File: src/rtl/arr_seq_ctrl.sv
`default_nettype none
// ============================================================================
// Module   : arr_seq_ctrl
// Purpose  : Front-end sequencer for the systolic array.
//            - Loads NUM_CFG configuration words from the host stream.
//            - Writes channels*width*height input words into the single-port
//              input SRAM.
//            - On command, streams the stored words to the array with
//              valid/last flags, then pulses done.
// Ports    : clk, rstn      clock, synchronous active-low reset
//            mode, go       command select and 1-cycle launch pulse (IDLE only)
//            in_valid/in_ready/data_in   host word stream
//            mem_cen/mem_wen/mem_addr/mem_d/mem_q   SRAM port (active-low
//                           enables, read data one cycle after the read cycle)
//            arr_data/arr_valid/arr_last   stream to the array
//            busy, done, err   status (err is sticky until clear or reset)
// Revision : 1.0  initial release
// ============================================================================
module arr_seq_ctrl #(
  parameter int DATA_W    = 8,
  parameter int NUM_CFG   = 8,
  parameter int ADDR_W    = 16,
  parameter int MEM_DEPTH = 65536
) (
  input  logic              clk,
  input  logic              rstn,
  input  logic [1:0]        mode,
  input  logic              go,
  input  logic              in_valid,
  output logic              in_ready,
  input  logic [DATA_W-1:0] data_in,
  output logic              mem_cen,
  output logic              mem_wen,
  output logic [ADDR_W-1:0] mem_addr,
  output logic [DATA_W-1:0] mem_d,
  input  logic [DATA_W-1:0] mem_q,
  output logic [DATA_W-1:0] arr_data,
  output logic              arr_valid,
  output logic              arr_last,
  output logic              busy,
  output logic              done,
  output logic              err
);

  // Product of three config words needs 3*DATA_W bits; the comparison width
  // also has to hold MEM_DEPTH and any pointer value without truncation.
  localparam int TOT_W  = 3 * DATA_W;
  localparam int MAX_W0 = (TOT_W > ADDR_W) ? TOT_W : ADDR_W;
  localparam int CMP_W  = ((MAX_W0 > 32) ? MAX_W0 : 32) + 1;
  localparam int CFG_PW = (NUM_CFG > 1) ? $clog2(NUM_CFG) : 1;

  typedef enum logic [2:0] {
    ST_IDLE  = 3'd0,
    ST_CFG   = 3'd1,
    ST_LOAD  = 3'd2,
    ST_RUN   = 3'd3,
    ST_DRAIN = 3'd4
  } state_t;

  state_t             state;
  logic [DATA_W-1:0]  cfg [NUM_CFG];
  logic [CFG_PW-1:0]  cfg_ptr;
  logic [ADDR_W-1:0]  ptr;

  // Read pipeline: stage 0 aligns with the address on the SRAM pins,
  // stage 1 with mem_q being valid; arr_* is the register after that.
  logic               rd_v0;
  logic               rd_last0;
  logic               rd_v1;
  logic               rd_last1;

  logic [TOT_W-1:0]   total;
  logic [CMP_W-1:0]   total_c;
  logic [CMP_W-1:0]   depth_c;
  logic               total_bad;
  logic               ptr_last;
  logic               cfg_last;
  logic               beat;

  assign total     = TOT_W'(cfg[1]) * TOT_W'(cfg[2]) * TOT_W'(cfg[3]);
  assign total_c   = CMP_W'(total);
  assign depth_c   = CMP_W'(MEM_DEPTH);
  assign total_bad = (total_c == '0) || (total_c > depth_c);
  assign ptr_last  = (CMP_W'(ptr) == (total_c - CMP_W'(1)));
  assign cfg_last  = (cfg_ptr == CFG_PW'(NUM_CFG - 1));
  assign beat      = in_valid & in_ready;

  always_ff @(posedge clk) begin
    if (!rstn) begin
      state     <= ST_IDLE;
      for (int i = 0; i < NUM_CFG; i++) cfg[i] <= '0;
      cfg_ptr   <= '0;
      ptr       <= '0;
      rd_v0     <= 1'b0;
      rd_last0  <= 1'b0;
      rd_v1     <= 1'b0;
      rd_last1  <= 1'b0;
      mem_cen   <= 1'b1;
      mem_wen   <= 1'b1;
      mem_addr  <= '0;
      mem_d     <= '0;
      arr_data  <= '0;
      arr_valid <= 1'b0;
      arr_last  <= 1'b0;
      in_ready  <= 1'b0;
      busy      <= 1'b0;
      done      <= 1'b0;
      err       <= 1'b0;
    end else begin
      // SRAM is idle and done is low unless a state below says otherwise.
      mem_cen   <= 1'b1;
      mem_wen   <= 1'b1;
      done      <= 1'b0;
      rd_v0     <= 1'b0;
      rd_last0  <= 1'b0;

      rd_v1     <= rd_v0;
      rd_last1  <= rd_last0;
      arr_valid <= rd_v1;
      arr_last  <= rd_v1 & rd_last1;
      if (rd_v1) arr_data <= mem_q;

      case (state)
        ST_IDLE: begin
          if (go) begin
            case (mode)
              2'b00: begin
                state    <= ST_CFG;
                cfg_ptr  <= '0;
                in_ready <= 1'b1;
                busy     <= 1'b1;
              end
              2'b01: begin
                if (total_bad) begin
                  err <= 1'b1;
                end else begin
                  state    <= ST_LOAD;
                  ptr      <= '0;
                  in_ready <= 1'b1;
                  busy     <= 1'b1;
                end
              end
              2'b10: begin
                if (total_bad) begin
                  err <= 1'b1;
                end else begin
                  state <= ST_RUN;
                  ptr   <= '0;
                  busy  <= 1'b1;
                end
              end
              default: begin
                for (int i = 0; i < NUM_CFG; i++) cfg[i] <= '0;
                cfg_ptr <= '0;
                ptr     <= '0;
                err     <= 1'b0;
              end
            endcase
          end
        end

        ST_CFG: begin
          if (beat) begin
            cfg[cfg_ptr] <= data_in;
            cfg_ptr      <= cfg_ptr + 1'b1;
            if (cfg_last) begin
              state    <= ST_IDLE;
              in_ready <= 1'b0;
              busy     <= 1'b0;
            end
          end
        end

        ST_LOAD: begin
          if (beat) begin
            mem_cen  <= 1'b0;
            mem_wen  <= 1'b0;
            mem_addr <= ptr;
            mem_d    <= data_in;
            ptr      <= ptr + 1'b1;
            if (ptr_last) begin
              state    <= ST_IDLE;
              in_ready <= 1'b0;
              busy     <= 1'b0;
            end
          end
        end

        ST_RUN: begin
          // One read per cycle; when total==MEM_DEPTH the final increment
          // wraps ptr to 0, but the FSM has already left RUN by then.
          mem_cen  <= 1'b0;
          mem_addr <= ptr;
          ptr      <= ptr + 1'b1;
          rd_v0    <= 1'b1;
          rd_last0 <= ptr_last;
          if (ptr_last) state <= ST_DRAIN;
        end

        ST_DRAIN: begin
          if (arr_valid && arr_last) begin
            done  <= 1'b1;
            busy  <= 1'b0;
            state <= ST_IDLE;
          end
        end

        default: begin
          state    <= ST_IDLE;
          in_ready <= 1'b0;
          busy     <= 1'b0;
        end
      endcase
    end
  end

endmodule
`default_nettype wire

File: config.mk
export PLATFORM = sky130hd
export DESIGN_NAME = arr_seq_ctrl
export DESIGN_NICKNAME = d
export VERILOG_FILES = /design/src/rtl/arr_seq_ctrl.sv
export SDC_FILE = /design/constraint.sdc
export NUM_CORES = 1
export LEC_CHECK = 0
export CAP_MARGIN = 10
export CORE_ASPECT_RATIO = 0.9
export CORE_MARGIN = 2
export CORE_UTILIZATION = 44
export DETAILED_ROUTE_END_ITERATION = 6
export PLACE_DENSITY = 0.61
export SLEW_MARGIN = 30
export SYNTH_ARGS = -nofsm -noshare
export SYNTH_HDL_FRONTEND = slang
export SYNTH_SLANG_ARGS = --single-unit
File: constraint.sdc
create_clock -name clk -period 14.9 [get_ports clk]
set_input_delay 2.98 -clock clk [delete_from_list [all_inputs] [get_ports clk]]
set_output_delay 2.98 -clock clk [all_outputs]
set_load 0.02 [all_outputs]
==> results.md <==
* Worst-margin pin slew at 0.7995 ns
* GP Congestion at 0.8973
* Drt total wl at 27,220 um
* Max Clk Rate at 0.09364 GHz
* H-tree levels at 3
* Die Width at 172.5 um
* Later-pin clock latency in the skew report at 0.34 ns
* DP Cell Count at 1,677
* Postcts setup bufs at 0
* Number of iterations in the first detailed-routing pass at 6
* Die H at 155.7 um
* Leak Pwr at 5.287 nW
* Critical R2R Launch: cfg[1][0]
* Final Hold Violating Endpoints at 0
* Detailed Route Iter0 Violations at 455
* Drt drc at 0
* VDD IR-drop max at 0.0001524 V
* Final setup fails at 0
* Fill cells at 2,449
* Highest Signal Layer: met4
* Via density at 5.450
* Asr flop ratio synth at 0
* Initial core utilization at 0.4478
* Data arrival, critical path at 10.94 ns
* Largest family of logic cells by synthesized area: adder cells
* Wire length on met1 at 13,400 um
* Worst Setup SP: cfg[1][0]
* Mapped Cells at 1,331
* FF-to-FF path depth at 31
* Yosys warning count at 0
* Placed Area at 12,070 sq um
* Min Tclk post-route at 10.68 ns
* Port bufs at 61
* P per Cell Area at 184.3 nW/um^2
* Via count at 9,227
* CTS tree: built
* Die area at 26,860 sq um
* CTS Buf Count at 9
* Synth Area in Compound Gates at 0.1373
* Pin count of the biggest net entering global routing at 42
* Critical Path End: ptr[9]
* Finished Cell Area at 12,390 sq um
* Hold Crit Class: register to register
* Tot GR Track Use at 0.2097
* I/O Pins at 62
* CTS Sinks at 90
* Startpoint Class: register
* Reg clk slew, reported paths at 0.07 ns
* Post-Synth XOR/XNOR Area at 0.02770
* Worst Setup End Kind: register
* Non-Filler Instances at 1,693
* Slowest cell on crit path: edfxtp_1
* Post-synth EDFFs at 24
* Initial antenna violation count at 0
* Hold Buf Count CTS at 0
* Adder-cell share of the synthesized area at 0.3126
* Fin util at 0.4931
* Post-synthesis sequential area ratio at 0.1815
* Post-Syn Nets at 1,562
* Antenna cells at 0
* Nets at 1,577
* Remaining antenna violation count after routing at 0
* Synth unique cells at 80
* #FFs+latches synth at 90
* Share of cells above drive strength 1 at 0.03627
* Final TNS setup at 0 ns
* Vias in the first global route at 9,111
* Core box area at 25,120 sq um
* R2R Path End: ptr[9]
* Final Skew at 0.008407 ns
* CTS Buffer Depth at 2
* Critical path type: register to register
* Post-CTS sizing at 0
* Final global-route overflow total at 0
* Tcrit/Tclk final at 0.7167
* Metal2 WL at 12,620 um
* R2R Setup Slk at 4.22 ns
* Met3 wire length at 764 um
* Rows at 55
* CP max stage delay at 0.65 ns
* Simple-Gate Fraction of Synth Area at 0.2330
* Run status: complete, no violations
* Max cap viols at 0
* Wire per inst at 16.08 um
* Max Slew Vio Count at 0
* Layout area overhead at 10.11%
* First-pass GRT wire length at 46,490 um
* Most frequent cell on the critical path: fa_1
* Mux cell area share after synthesis at 0.03192
* Data required time of the worst path at 15.16 ns
* Synthesized area per cell at 8.451 sq um
* Mapped Area at 11,250 sq um
* Register area at 2042 sq um
* Ys flop type: dfxtp_1
* Slew margin rel. at 0.4634
* Area of the multi-input gates at 8363 sq um
* Crit-path max FO at 22
* Hpwl dp at 21,570 um
* Root buffer cell: clkbuf_16
* RSZ-0062 raised after global routing: no
[placed cells by master, fill, tap and decap left out, types with 22 or more instances in the layout]
master           instances
o21ai_0                 37
mux2i_1                 28
ha_1                    89
a21oi_1                 67
dfxtp_1                 66
inv_1                  158
nand3_1                 23
and3_1                  33
nand2_1                187
xnor2_1                 22
fa_1                   120
clkdlybuf4s50_1         61
edfxtp_1                24
and2_1                 109
nor2_1                  53
[metal layers]
| layer | vias to the layer above | GRT usage |
|---|---|---|
| met5 | - | 0 |
| met4 | 0 | 0.04721 |
| met3 | 27 | 0.02607 |
| met2 | 163 | 0.3381 |
| met1 | 4519 | 0.3015 |
| li1 | 4518 | - |
[power breakdown]
group | total (mW) | switching [mW] | internal, mW
sequential | 0.289 | 0.0263 | 0.262
combinational | 1.76 | 1.09 | 0.668
clock | 0.233 | 0.0973 | 0.136
total | 2.28 | 1.22 | 1.07
[worst min path at each step]
stage | startpoint | to | slack [ns] | cells after the start
floorplan | rd_last0 | rd_last1 | 0.41 | 1
global placement | rd_v0 | rd_v1 | 0.42 | 1
detailed placement | rd_v0 | rd_v1 | 0.42 | 1
CTS | rd_v0 | rd_v1 | 0.44 | 1
global route | rd_v0 | rd_v1 | 0.45 | 1
finish | rd_v0 | rd_v1 | 0.44 | 1
[stage by stage]
| stage | hold slack (ns) | power [mW] | setup WS [ns] |
|---|---|---|---|
| CTS | 0.4380 | 2.469 | 4.300 |
| detailed placement | 0.4219 | 2.218 | 4.403 |
| floorplan | 0.4119 | 1.815 | 5.136 |
| finish | 0.4356 | 2.282 | 4.221 |
| global placement | 0.4241 | 2.213 | 4.563 |
| global route | 0.4538 | 2.535 | 3.376 |
[cell usage after synthesis (all sizes together) (4+ instances only)]
library cell / instances / area [sq um]
nand2: 187 / 701.9
inv: 158 / 593.1
fa: 120 / 2402
and2: 109 / 681.9
ha: 89 / 1114
a21oi: 68 / 344.1
dfxtp: 66 / 1321
clkbuf: 56 / 210.2
nor2: 53 / 198.9
o21ai: 40 / 200.2
and3: 33 / 206.5
mux2i: 28 / 280.3
edfxtp: 24 / 720.7
nand3: 23 / 115.1
xnor2: 23 / 201.4
nor3: 17 / 85.08
nor2b: 16 / 100.1
a31oi: 15 / 93.84
a211oi: 12 / 90.09
nand4: 11 / 68.82
o22ai: 10 / 62.56
or3: 10 / 72.57
xor2: 10 / 87.58
nand2b: 9 / 56.30
o21a: 9 / 67.56
or2: 9 / 58.81
or4: 9 / 67.56
a21o: 7 / 52.55
mux2: 7 / 78.83
nor4: 7 / 43.79
o31ai: 7 / 71.32
buf: 6 / 43.79
nor3b: 6 / 45.04
o211ai: 5 / 37.54
a2111oi: 4 / 35.03
a211o: 4 / 35.03
a21boi: 4 / 30.03
a221o: 4 / 40.04
and4: 4 / 35.03
o211a: 4 / 47.55
o41ai: 4 / 42.55
[sequential cells by signal (all words and copies together) (netlist names), 3 cells and up]
register  cells
mem_addr     16
state         3
cfg          24
ptr          16
cfg_ptr       3
arr_data      8
mem_d         8
[layout make-up]
class                           count  area share
Clock inverter                      5    0.004950
Tap cell                          342     0.03455
Clock buffer                       11     0.01960
Inverter                          160     0.04849
Sequential cell                    90      0.1649
Timing Repair Buffer               66     0.05233
Multi-Input combinational cell   1019      0.6752
[worst max-delay path: cells and delay by family, from the launching register on]
kind,cells,cell delay (ns)
buffers and inverters,3,0.16
adders and majority gates,10,4.83
muxes,1,0.35
DFF,1,0.65
and+or+nand+nor,6,1.96
AOI/OAI and AO/OA,11,2.64
[cell families after synthesis]
kind of cell	Yosys count
adder cells (fa/ha/maj)	209
XOR/XNOR	34
AO/OA/AOI/OAI	229
flip-flops	90
buffers and inverters	222
AND/OR/NAND/NOR	512
multiplexers	35
Note: power is estimated with default switching activity, not from simulation.
